--- src/rtl/exu_alu_dpath_arb_pkg.sv ---
// exu_alu_dpath_arb_pkg: shared widths, FSM encodings and requester IDs
// for the EXU ALU datapath arbiter.
package exu_alu_dpath_arb_pkg;
    localparam int XLEN = 32;
    localparam int ALU_ADDER_WIDTH = XLEN + 1;
    localparam logic IDLE = 1'b0;
    localparam logic RSP = 1'b1;
    localparam logic REQ_ALU = 1'b0;
    localparam logic REQ_BJP = 1'b1;
endpackage

--- src/rtl/exu_rr_arb2.sv ---
// exu_rr_arb2: two-input round-robin arbiter; rr_ptr=0 favours requester 0
// on a tie and moves away from the winner whenever adv is asserted.
module exu_rr_arb2
    import exu_alu_dpath_arb_pkg::*;
(
    input  logic       clk,
    input  logic       rst,
    input  logic [1:0] req,
    input  logic       adv,
    output logic [1:0] gnt
);
    logic rr_ptr;

    assign gnt[REQ_ALU] = req[REQ_ALU] & (~req[REQ_BJP] | ~rr_ptr);
    assign gnt[REQ_BJP] = req[REQ_BJP] & (~req[REQ_ALU] | rr_ptr);

    always_ff @(posedge clk or posedge rst)
        if (rst)
            rr_ptr <= 1'b0;
        else if (adv)
            rr_ptr <= gnt[REQ_ALU];
endmodule

--- src/rtl/exu_alu_dpath_arb.sv ---
// exu_alu_dpath_arb: round-robin sequencer of ALU/BJP requests onto the shared
// ALU datapath. Define EXU_ALU_DPATH_ARB_PIPE_EN to accept a request on the response handshake cycle.
module exu_alu_dpath_arb
    import exu_alu_dpath_arb_pkg::*;
(
    input  logic            clk,
    input  logic            rst,
    input  logic            alu_req_valid,
    output logic            alu_req_ready,
    input  logic            alu_req_add,
    input  logic            alu_req_lui,
    input  logic [XLEN-1:0] alu_req_op1,
    input  logic [XLEN-1:0] alu_req_op2,
    output logic            alu_rsp_valid,
    input  logic            alu_rsp_ready,
    output logic [XLEN-1:0] alu_rsp_res,
    input  logic            bjp_req_valid,
    output logic            bjp_req_ready,
    input  logic [XLEN-1:0] bjp_req_op1,
    input  logic [XLEN-1:0] bjp_req_op2,
    output logic            bjp_rsp_valid,
    input  logic            bjp_rsp_ready,
    output logic [XLEN-1:0] bjp_rsp_res,
    output logic            dp_alu_req,
    output logic            dp_alu_add,
    output logic            dp_alu_lui,
    output logic [XLEN-1:0] dp_alu_op1,
    output logic [XLEN-1:0] dp_alu_op2,
    input  logic [XLEN-1:0] dp_alu_res,
    output logic            dp_bjp_req,
    output logic            dp_bjp_add,
    output logic [XLEN-1:0] dp_bjp_op1,
    output logic [XLEN-1:0] dp_bjp_op2,
    input  logic [XLEN-1:0] dp_bjp_res
);
    logic       state;
    logic       arb_en;
    logic       rsp_hs;
    logic [1:0] gnt;

    assign rsp_hs = (alu_rsp_valid & alu_rsp_ready) | (bjp_rsp_valid & bjp_rsp_ready);

`ifdef EXU_ALU_DPATH_ARB_PIPE_EN
    assign arb_en = (state == IDLE) | rsp_hs;
`else
    assign arb_en = (state == IDLE);
`endif

    exu_rr_arb2 u_arb (
        .clk (clk),
        .rst (rst),
        .req ({bjp_req_valid, alu_req_valid} & {2{arb_en}}),
        .adv (|gnt),
        .gnt (gnt)
    );

    assign alu_req_ready = gnt[REQ_ALU];
    assign bjp_req_ready = gnt[REQ_BJP];

    // add wins when both op bits are set; everything is zero unless granted
    assign dp_alu_req = gnt[REQ_ALU];
    assign dp_alu_add = gnt[REQ_ALU] & alu_req_add;
    assign dp_alu_lui = gnt[REQ_ALU] & alu_req_lui & ~alu_req_add;
    assign dp_alu_op1 = gnt[REQ_ALU] ? alu_req_op1 : '0;
    assign dp_alu_op2 = gnt[REQ_ALU] ? alu_req_op2 : '0;
    assign dp_bjp_req = gnt[REQ_BJP];
    assign dp_bjp_add = gnt[REQ_BJP];
    assign dp_bjp_op1 = gnt[REQ_BJP] ? bjp_req_op1 : '0;
    assign dp_bjp_op2 = gnt[REQ_BJP] ? bjp_req_op2 : '0;

    always_ff @(posedge clk or posedge rst)
        if (rst) begin
            state         <= IDLE;
            alu_rsp_valid <= 1'b0;
            bjp_rsp_valid <= 1'b0;
            alu_rsp_res   <= '0;
            bjp_rsp_res   <= '0;
        end else if (|gnt) begin
            state         <= RSP;
            alu_rsp_valid <= gnt[REQ_ALU];
            bjp_rsp_valid <= gnt[REQ_BJP];
            if (gnt[REQ_ALU])
                alu_rsp_res <= dp_alu_res;
            if (gnt[REQ_BJP])
                bjp_rsp_res <= dp_bjp_res;
        end else if (rsp_hs) begin
            state         <= IDLE;
            alu_rsp_valid <= 1'b0;
            bjp_rsp_valid <= 1'b0;
        end
endmodule

--- config.mk ---
export PLATFORM = sky130hd
export DESIGN_NAME = exu_alu_dpath_arb
export DESIGN_NICKNAME = d
export VERILOG_FILES = /design/src/rtl/exu_alu_dpath_arb_pkg.sv /design/src/rtl/exu_rr_arb2.sv /design/src/rtl/exu_alu_dpath_arb.sv
export SDC_FILE = /design/constraint.sdc
export NUM_CORES = 1
export LEC_CHECK = 0
export ABC_AREA = 1
export BUFFER_PORTS_ARGS = -buffer_cell sky130_fd_sc_hd__buf_2
export CAP_MARGIN = 10
export CORE_AREA = 2 2 157 159
export CTS_CLUSTER_SIZE = 8
export DETAILED_ROUTE_END_ITERATION = 10
export DIE_AREA = 0 0 159 161
export HOLD_SLACK_MARGIN = 0.15
export PLACE_DENSITY = 0.47
export SETUP_SLACK_MARGIN = 0.2
export SLEW_MARGIN = 0
export SYNTH_ARGS = -nofsm -noshare
export SYNTH_HDL_FRONTEND = slang
export SYNTH_SLANG_ARGS = --single-unit
export TNS_END_PERCENT = 50
--- constraint.sdc ---
create_clock -name clk -period 5.5 [get_ports clk]
set_input_delay 0.275 -clock clk [delete_from_list [all_inputs] [get_ports clk]]
set_output_delay 0.275 -clock clk [all_outputs]
set_load 0.01 [all_outputs]
**Yosys cells after proc, flatten, opt, wreduce, memory -nomap -nowiden**

Cells that the tools add are included.

- Bitwise logic cells: 16
- Reduce and logical (&&, ||, !) cells: 4
- Mux-type cells: 8

Operator list:

| cell | number |
|---|---|
| 2-to-1 mux 32 bit | 4 |
| bitwise AND 1 bit | 7 |
| NOT 1 bit | 5 |
| 2-to-1 mux 1 bit | 4 |
| AND reduction 2 bit | 2 |
| OR 1 bit | 3 |
| bitwise AND 2 bit | 1 |
| nonzero test 2 bit | 1 |
| OR reduction 2 bit | 1 |

- Word-level logic and storage cells: 34
- Bits in registers: 68
- Output and inout bits: 201

**Longest topological paths before layout**

Gate-level depths: netlist (run 1).

- Depth in word-level cells: 7
- Depth in mapped cells: 7

**Cells and area by module**

A second synthesis (run 1) with hierarchy kept.

- Cells, all modules: 580
- Area, all modules: 3,754.9 um^2

By module, submodules not included:

| module | instances | sequential area each (um^2) | area an instance (um^2) | cells an instance |
|---|---|---|---|---|
| exu_alu_dpath_arb | 1 | 1,676.6 | 3,688.5 | 570 |
| exu_rr_arb2 | 1 | 25.0 | 66.3 | 10 |

**Least setup slack after synthesis (run 1)**

Ideal clock, no wire load.

- Path kind: register to output
- Start point: reg state
- End point: out dp_alu_op2[23]
- Arrival time: 1.009 ns
- Path slack: 4.216 ns
- Path buffers: 2
- Cell stages (with the launch flop): 6
- Required time: 5.225 ns
- Cell sequence: dfrtp_1 -> inv_1 -> nand3_1 -> buf_4 -> buf_2 -> nor2_1

- Cells in the longest elaborated chain, start to end: 6

RTL lines:

| element | RTL line | text |
|---|---|---|
| start: declaration | exu_alu_dpath_arb.sv:36 | `logic state;` |
| start signal: assignment | exu_alu_dpath_arb.sv:73 | `state <= IDLE;` |
| start signal: assignment | exu_alu_dpath_arb.sv:79 | `state <= RSP;` |
| start signal: assignment | exu_alu_dpath_arb.sv:87 | `state <= IDLE;` |
| NOT 1 bit * | exu_alu_dpath_arb.sv:46 | `assign arb_en = (state == IDLE);` |
| bitwise AND 2 bit * | exu_alu_dpath_arb.sv:52 | `.req ({bjp_req_valid, alu_req_valid} & {2{arb_en}}),` |
| NOT 1 bit | exu_rr_arb2.sv:14 | `assign gnt[REQ_ALU] = req[REQ_ALU] & (~req[REQ_BJP] \| ~rr_ptr);` |
| OR 1 bit | exu_rr_arb2.sv:14 |  |
| bitwise AND 1 bit * | exu_rr_arb2.sv:14 |  |
| 2-to-1 mux 32 bit * | exu_alu_dpath_arb.sv:65 | `assign dp_alu_op2 = gnt[REQ_ALU] ? alu_req_op2 : '0;` |
| end: declaration | exu_alu_dpath_arb.sv:28 | `output logic [XLEN-1:0] dp_alu_op2,` |

Mark *: on every way between the ends. The rest lies on a longest branch, timed or not.

**Worst setup path in the final report (run 1)**

- Start point: reg u_arb.rr_ptr
- End point: out dp_bjp_op1[21]

- Cells in the longest elaborated chain, start to end: 3

RTL lines:

| element | RTL line | text |
|---|---|---|
| start: declaration | exu_rr_arb2.sv:12 | `logic rr_ptr;` |
| start signal: assignment | exu_rr_arb2.sv:21 | `rr_ptr <= gnt[REQ_ALU];` |
| OR 1 bit | exu_rr_arb2.sv:15 | `assign gnt[REQ_BJP] = req[REQ_BJP] & (~req[REQ_ALU] \| rr_ptr);` |
| bitwise AND 1 bit | exu_rr_arb2.sv:15 |  |
| 2-to-1 mux 32 bit | exu_alu_dpath_arb.sv:68 | `assign dp_bjp_op1 = gnt[REQ_BJP] ? bjp_req_op1 : '0;` |
| end: declaration | exu_alu_dpath_arb.sv:32 | `output logic [XLEN-1:0] dp_bjp_op1,` |

Every way passes these cells.

==> flow_metrics.env, run 1 <==
export IMPL_status="complete, no violations"
export IMPL_hold_ws_ns=0.166
export IMPL_cts_tree="yes"
export IMPL_regArea_um2=1700
export IMPL_end_kind="output pin"
export IMPL_drt_first_iter_violations=194
export IMPL_synth_area_top_cells="dfrtp_1 (46%), nand2_1 (21%), inv_1 (14%)"
export IMPL_r2r_end="bjp_rsp_res[24]"
export IMPL_hold_path_end="alu_rsp_res[30]"
export IMPL_placed_cells=1271
export IMPL_core_um2=24000
export IMPL_ctsRootBufferMaster="clkbuf_16"
export IMPL_syn_area_um2=3700
export IMPL_cp_data_required_time_ns=5.22
export IMPL_final_min_clock_period_ns=2.34
export IMPL_grt_max_degree=88
export IMPL_gr_total_overflow=0
export IMPL_setup_viol=0
export IMPL_wl_per_cell_um=11.4
export IMPL_gp_congestion=0.792
export IMPL_worst_pin_slew_ns=0.917
export IMPL_reg2reg_slack_ns=3.83
export IMPL_min_path_cells=3
export IMPL_fin_util_pct=28.5
export IMPL_post_cts_resized=0
export IMPL_syn_nets=773
export IMPL_cts_sinks=68
export IMPL_cts_setup_buffers=0
export IMPL_min_from="dp_alu_res[30]"
export IMPL_multiInputGateArea_um2=1300
export IMPL_tns_ns=0
export IMPL_postRouteAntennaNets=0
export IMPL_finalCritPeriodShare_pct=42.6
export IMPL_power_leakage_nw=4.65
export IMPL_fin_skew_ns=0.0128
export IMPL_layout_drive_gt1_share_pct=41.6
export IMPL_final_area_um2=6840
export IMPL_port_buffers=400
export IMPL_yosys_register_bits=68
export IMPL_place_area_um2=5950
export IMPL_antenna_found_initial=0
export IMPL_avgSynthCellArea_um2=6.45
export IMPL_reg2regPathDepth=6
export IMPL_yosys_area_top_type="dfrtp_1"
export IMPL_cap_violations=0
export IMPL_fp_dieW_um=159
export IMPL_powerDensity_nw_per_um2=379
export IMPL_cts_inserted_buffers=9
export IMPL_nFillCells=2698
export IMPL_routed_via_density=3.51
export IMPL_synth_top_area_share_pct=46.0
export IMPL_yosys_cell_types_count=12
export IMPL_clock_fmax_mhz=427
export IMPL_start_util_pct=15.4
export IMPL_min_path_type="in2reg"
export IMPL_path_max_fanout=65
export IMPL_drc=0
export IMPL_syn2layout_area_growth_pct=84.8
export IMPL_drt_total_wl_mm=15.4
export IMPL_timing_rr_start="u_arb.rr_ptr"
export IMPL_yosys_warnings=0
export IMPL_clk_latency_ns=0.34
export IMPL_grtUsageTotal_pct=11.6
export IMPL_drt_pass1_iter_count=4
export IMPL_startpoint_type="register"
export IMPL_hold_violations=0
export IMPL_rsz0062_at_grt="false"
export IMPL_synthCells=573
export IMPL_stdcell_count=1347
export IMPL_row_count=57
export IMPL_synth_seq_area_share_pct=46.0
export IMPL_die_area_um2=25600
export IMPL_clock_path_buffers=2
export IMPL_arrival_ns=2.07
export IMPL_ioPinCount=401
export IMPL_final_nets=1218
export IMPL_dp_final_hpwl_mm=11.9
export IMPL_grt_pass1_wl_mm=23.9
export IMPL_ir_drop_mv=0.137
export IMPL_slew_headroom_pct=38.9
export IMPL_clk_pin_slew_ns=0.07
export IMPL_die_h_um=161
export IMPL_finalMaxSlewViolations=0
export IMPL_num_vias=4723
export IMPL_path_class="reg2out"
export IMPL_grt_pass1_vias=4561
export IMPL_ctsHtreeMaxLevel=3
export IMPL_antenna_cells=0
timing repair:
item / 4_1_cts / 5_1_grt
endpoints found under the setup margin: 0 / 0
endpoints found under the hold margin: 60 / 0
hold buffers: 60 / 0
placed cells by master (no fill, tap or decap), drive strengths merged:
cell type	netlist	layout
clkbuf	0	9
dfrtp	68	68
dlygate4sd3	0	60
inv	136	138
buf	30	404
nand3	3	3
nand2	203	203
o21ai	2	2
nor2	131	131
clkinv	0	2
clkinvlp	0	3
cell families (layout without fill, tap and decap cells):
kind of cell | count (synthesis) | count (layout) | synth area share, %
and+or+nand+nor | 337 | 337 | 34.4
buffers and inverters | 166 | 616 | 19.3
DFF | 68 | 68 | 46.0
AOI/OAI and AO/OA | 2 | 2 | 0.271
worst max-delay path, stage by stage, from the launching register on:
cell     delay [ns]
dfrtp_1        0.39
inv_1          0.06
nand2_1        0.07
nand2_4        0.31
buf_4          0.58
nor2_1         0.11
buf_2          0.17
worst max-delay path by stage:
stage / from / to / depth (start not counted)
2_1_floorplan: rst / alu_rsp_res[0] / 1
3_3_place_gp: u_arb.rr_ptr / dp_bjp_op1[4] / 6
3_5_place_dp: u_arb.rr_ptr / dp_bjp_op1[21] / 6
4_1_cts: u_arb.rr_ptr / dp_bjp_op1[21] / 6
5_1_grt: u_arb.rr_ptr / dp_bjp_op1[15] / 6
6_report: u_arb.rr_ptr / dp_bjp_op1[21] / 6
power breakdown:
group,internal [mW],leakage (nW),switching [mW]
sequential,0.731,0.849,0.114
clock,0.311,0.129,0.249
combinational,0.472,3.67,0.712
total,1.51,4.65,1.07
per-stage QoR:
step / setup WS (ns) / power, mW
after floorplan: 3.51 / 1.50
after global routing: 2.93 / 2.82
after global placement: 3.51 / 2.02
final: 3.16 / 2.59
after CTS: 3.13 / 2.64
after detailed placement: 3.50 / 2.03
Yosys cell counts (all sizes together):
master and n:
inv 136, o21ai 2, nand2 203, nand3 3, nor2 131, buf 30
dfrtp 68
final cells by class:
type / instances / share of cell area (%)
Timing Repair Buffer: 464 / 38.5
Sequential cell: 68 / 24.9
Multi-Input combinational cell: 339 / 19.0
Inverter: 136 / 7.49
Tap cell: 324 / 5.93
Clock buffer: 9 / 3.29
Clock inverter: 7 / 0.842
flip-flops by register name, summed over array words and instances (netlist names):
signal	flops
alu_rsp_res	32
bjp_rsp_res	32
alu_rsp_valid	1
bjp_rsp_valid	1
state	1
u_arb.rr_ptr	1
per-layer routing:
metal  global-route usage [%]  routed length [um]  part of all wire (%)  vias to the layer above
li1                         -                   -                     -                     2462
met1                     15.0                6810                    44                     2082
met2                     19.3                7400                    48                      161
met3                     1.98                 864                   5.6                       18
met4                     4.83                 298                   1.9                        0
met5                        0                   0                     0                        -
Power figures use the tool's default switching activity.
==> run 2: changes to the inputs <==
PLACE_DENSITY = 0.49   (was 0.47)
clock period = 2.1 ns   (was 5.5 ns; I/O delays follow)
==> flow_metrics.env, run 2 (synthesized netlist as in run 1, its figures left out) <==
export IMPL_status="complete, no violations"
export IMPL_grtUsageTotal_pct=11.6
export IMPL_drt_pass1_iter_count=4
export IMPL_clk_pin_slew_ns=0.05
export IMPL_antenna_found_initial=0
export IMPL_grt_pass1_vias=4472
export IMPL_crit_chain="inv_1, nand3_4, buf_12, nor2_1, buf_2"
export IMPL_postRouteAntennaNets=0
export IMPL_routed_via_density=3.50
export IMPL_pwr_share_seq_pct=31.9
export IMPL_cpPeakStageDelay_ns=0.38
export IMPL_end_kind="output pin"
export IMPL_rsz0062_at_grt="true"
export IMPL_cts_sinks=68
export IMPL_p_switching_mw=2.81
export IMPL_cp_startpoint="state"
export IMPL_dp_final_hpwl_mm=11.9
export IMPL_top_regs="alu_rsp_res (32), bjp_rsp_res (32)"
export IMPL_hold_violations=0
export IMPL_power_internal_mw=4.16
export IMPL_startpoint_type="register"
export IMPL_arrival_ns=1.66
export IMPL_ioPinCount=401
export IMPL_path_max_fanout=83
export IMPL_fp_dieW_um=159
export IMPL_port_buffers=400
export IMPL_p_comb_share_pct=45.5
export IMPL_die_h_um=161
export IMPL_final_cell_mix="buf_2 (400), nand2_1 (202), inv_1 (133)"
export IMPL_layout_drive_gt1_share_pct=41.6
export IMPL_row_count=57
export IMPL_gp_congestion=0.785
export IMPL_cts_inserted_buffers=9
export IMPL_syn2layout_area_growth_pct=89.2
export IMPL_die_area_um2=25600
export IMPL_timing_rr_start="state"
export IMPL_cts_setup_buffers=0
export IMPL_path_class="reg2out"
export IMPL_tns_ns=0
export IMPL_final_nets=1229
export IMPL_drt_total_wl_mm=15.6
export IMPL_clk_latency_ns=0.34
export IMPL_p_total_mw=6.97
export IMPL_cts_tree="yes"
export IMPL_finalMaxSlewViolations=0
export IMPL_ctsHtreeMaxLevel=3
export IMPL_setup_viol=0
export IMPL_ir_drop_mv=0.391
export IMPL_worst_pin_slew_ns=0.663
export IMPL_drc=0
export IMPL_final_min_clock_period_ns=1.76
export IMPL_drt_first_iter_violations=239
export IMPL_num_vias=4756
export IMPL_clockPowerShare_pct=22.6
export IMPL_clock_path_buffers=2
export IMPL_grt_max_degree=84
export IMPL_critPathTopFamily="buffers and inverters"
export IMPL_crit_buf_inv=3
export IMPL_powerDensity_nw_per_um2=996
export IMPL_swShare_pct=40.3
export IMPL_power_leakage_nw=4.73
export IMPL_fin_skew_ns=0.0102
export IMPL_cp_slowest_cell="dfrtp_1"
export IMPL_gr_total_overflow=0
export IMPL_antenna_cells=0
export IMPL_final_common_cell="buf_2"
export IMPL_grt_pass1_wl_mm=23.9
export IMPL_clock_fmax_mhz=567
export IMPL_cap_violations=0
export IMPL_core_um2=24000
export IMPL_start_util_pct=15.4
export IMPL_ctsRootBufferMaster="clkbuf_16"
export IMPL_min_from="bjp_rsp_ready"
export IMPL_finalCritPeriodShare_pct=84.0
export IMPL_wl_per_cell_um=11.5
export IMPL_cp_data_required_time_ns=2.00
export IMPL_hold_ws_ns=0.170
export IMPL_min_path_type="in2reg"
export IMPL_slew_headroom_pct=55.8
-- run 2: path summary, 6_finish.rpt --
| path | to | slack (ns) | cells after the start |
|---|---|---|---|
| worst max-delay path | dp_alu_op1[27] | 0.34 | 5 |
| worst min register to register | alu_rsp_res[9] | 0.47 | 2 |
| worst min-delay path | bjp_rsp_valid | 0.17 | 6 |
| min in group asynchronous | alu_rsp_res[7] | 0.39 | 3 |
| worst max register to register | alu_rsp_res[14] | 0.75 | 6 |
| max in group asynchronous | bjp_rsp_res[25] | 1.12 | 4 |
-- run 2: repair_timing --
item                                   4_1_cts  5_1_grt
setup endpoints to repair                    0       10
gates resized for setup                      0        3
endpoints found under the hold margin       97        0
hold buffers                                67        0
-- run 2: area by class of cell --
cell class | instances | area (um2)
clock buffers | 10 | 239
clock inverters | 6 | 63.8
fillers | 2692 | 17000
inverters | 136 | 514
multi-input cells | 339 | 1300
flip-flops and latches | 68 | 1700
well taps | 324 | 405
repair buffers | 475 | 2770
-- run 2: layer usage --
layer	global-route usage, %	share of wire [%]	vias to the layer above
met5	0	0	-
li1	-	-	2481
met1	15.5	46	2073
met3	2.08	5.8	23
met4	4.75	1.9	0
met2	18.6	46	179
-- run 2: worst reg2reg max path, stage by stage, from the launching register on --
cell     delay (ns)
dfrtp_1        0.38
inv_1          0.13
nand3_4        0.20
inv_1          0.13
buf_6          0.26
nand2_1        0.13
nand2_1        0.07
-- run 2: per-stage QoR --
stage               instances  cell area (um2)  utilization, %  setup slack, ns
floorplan                 573             3700               -            0.283
global placement         1275             6020            25.1            0.611
detailed placement       1275             6020            25.1            0.602
CTS                      1358             6990            29.2            0.221
global route             1358             7000            29.2            0.184
finish                   1358             7000            29.2            0.337
-- run 2: power by group through the flow --
stage / registers (mW) / clock network [mW] / logic, mW
4_1_cts: 2.23 / 1.67 / 3.23
3_5_place_dp: 2.23 / 0 / 3.12
3_3_place_gp: 2.24 / 0 / 3.10
5_1_grt: 2.31 / 1.71 / 3.53
6_report: 2.22 / 1.58 / 3.17
2_1_floorplan: 2.52 / 0 / 1.40
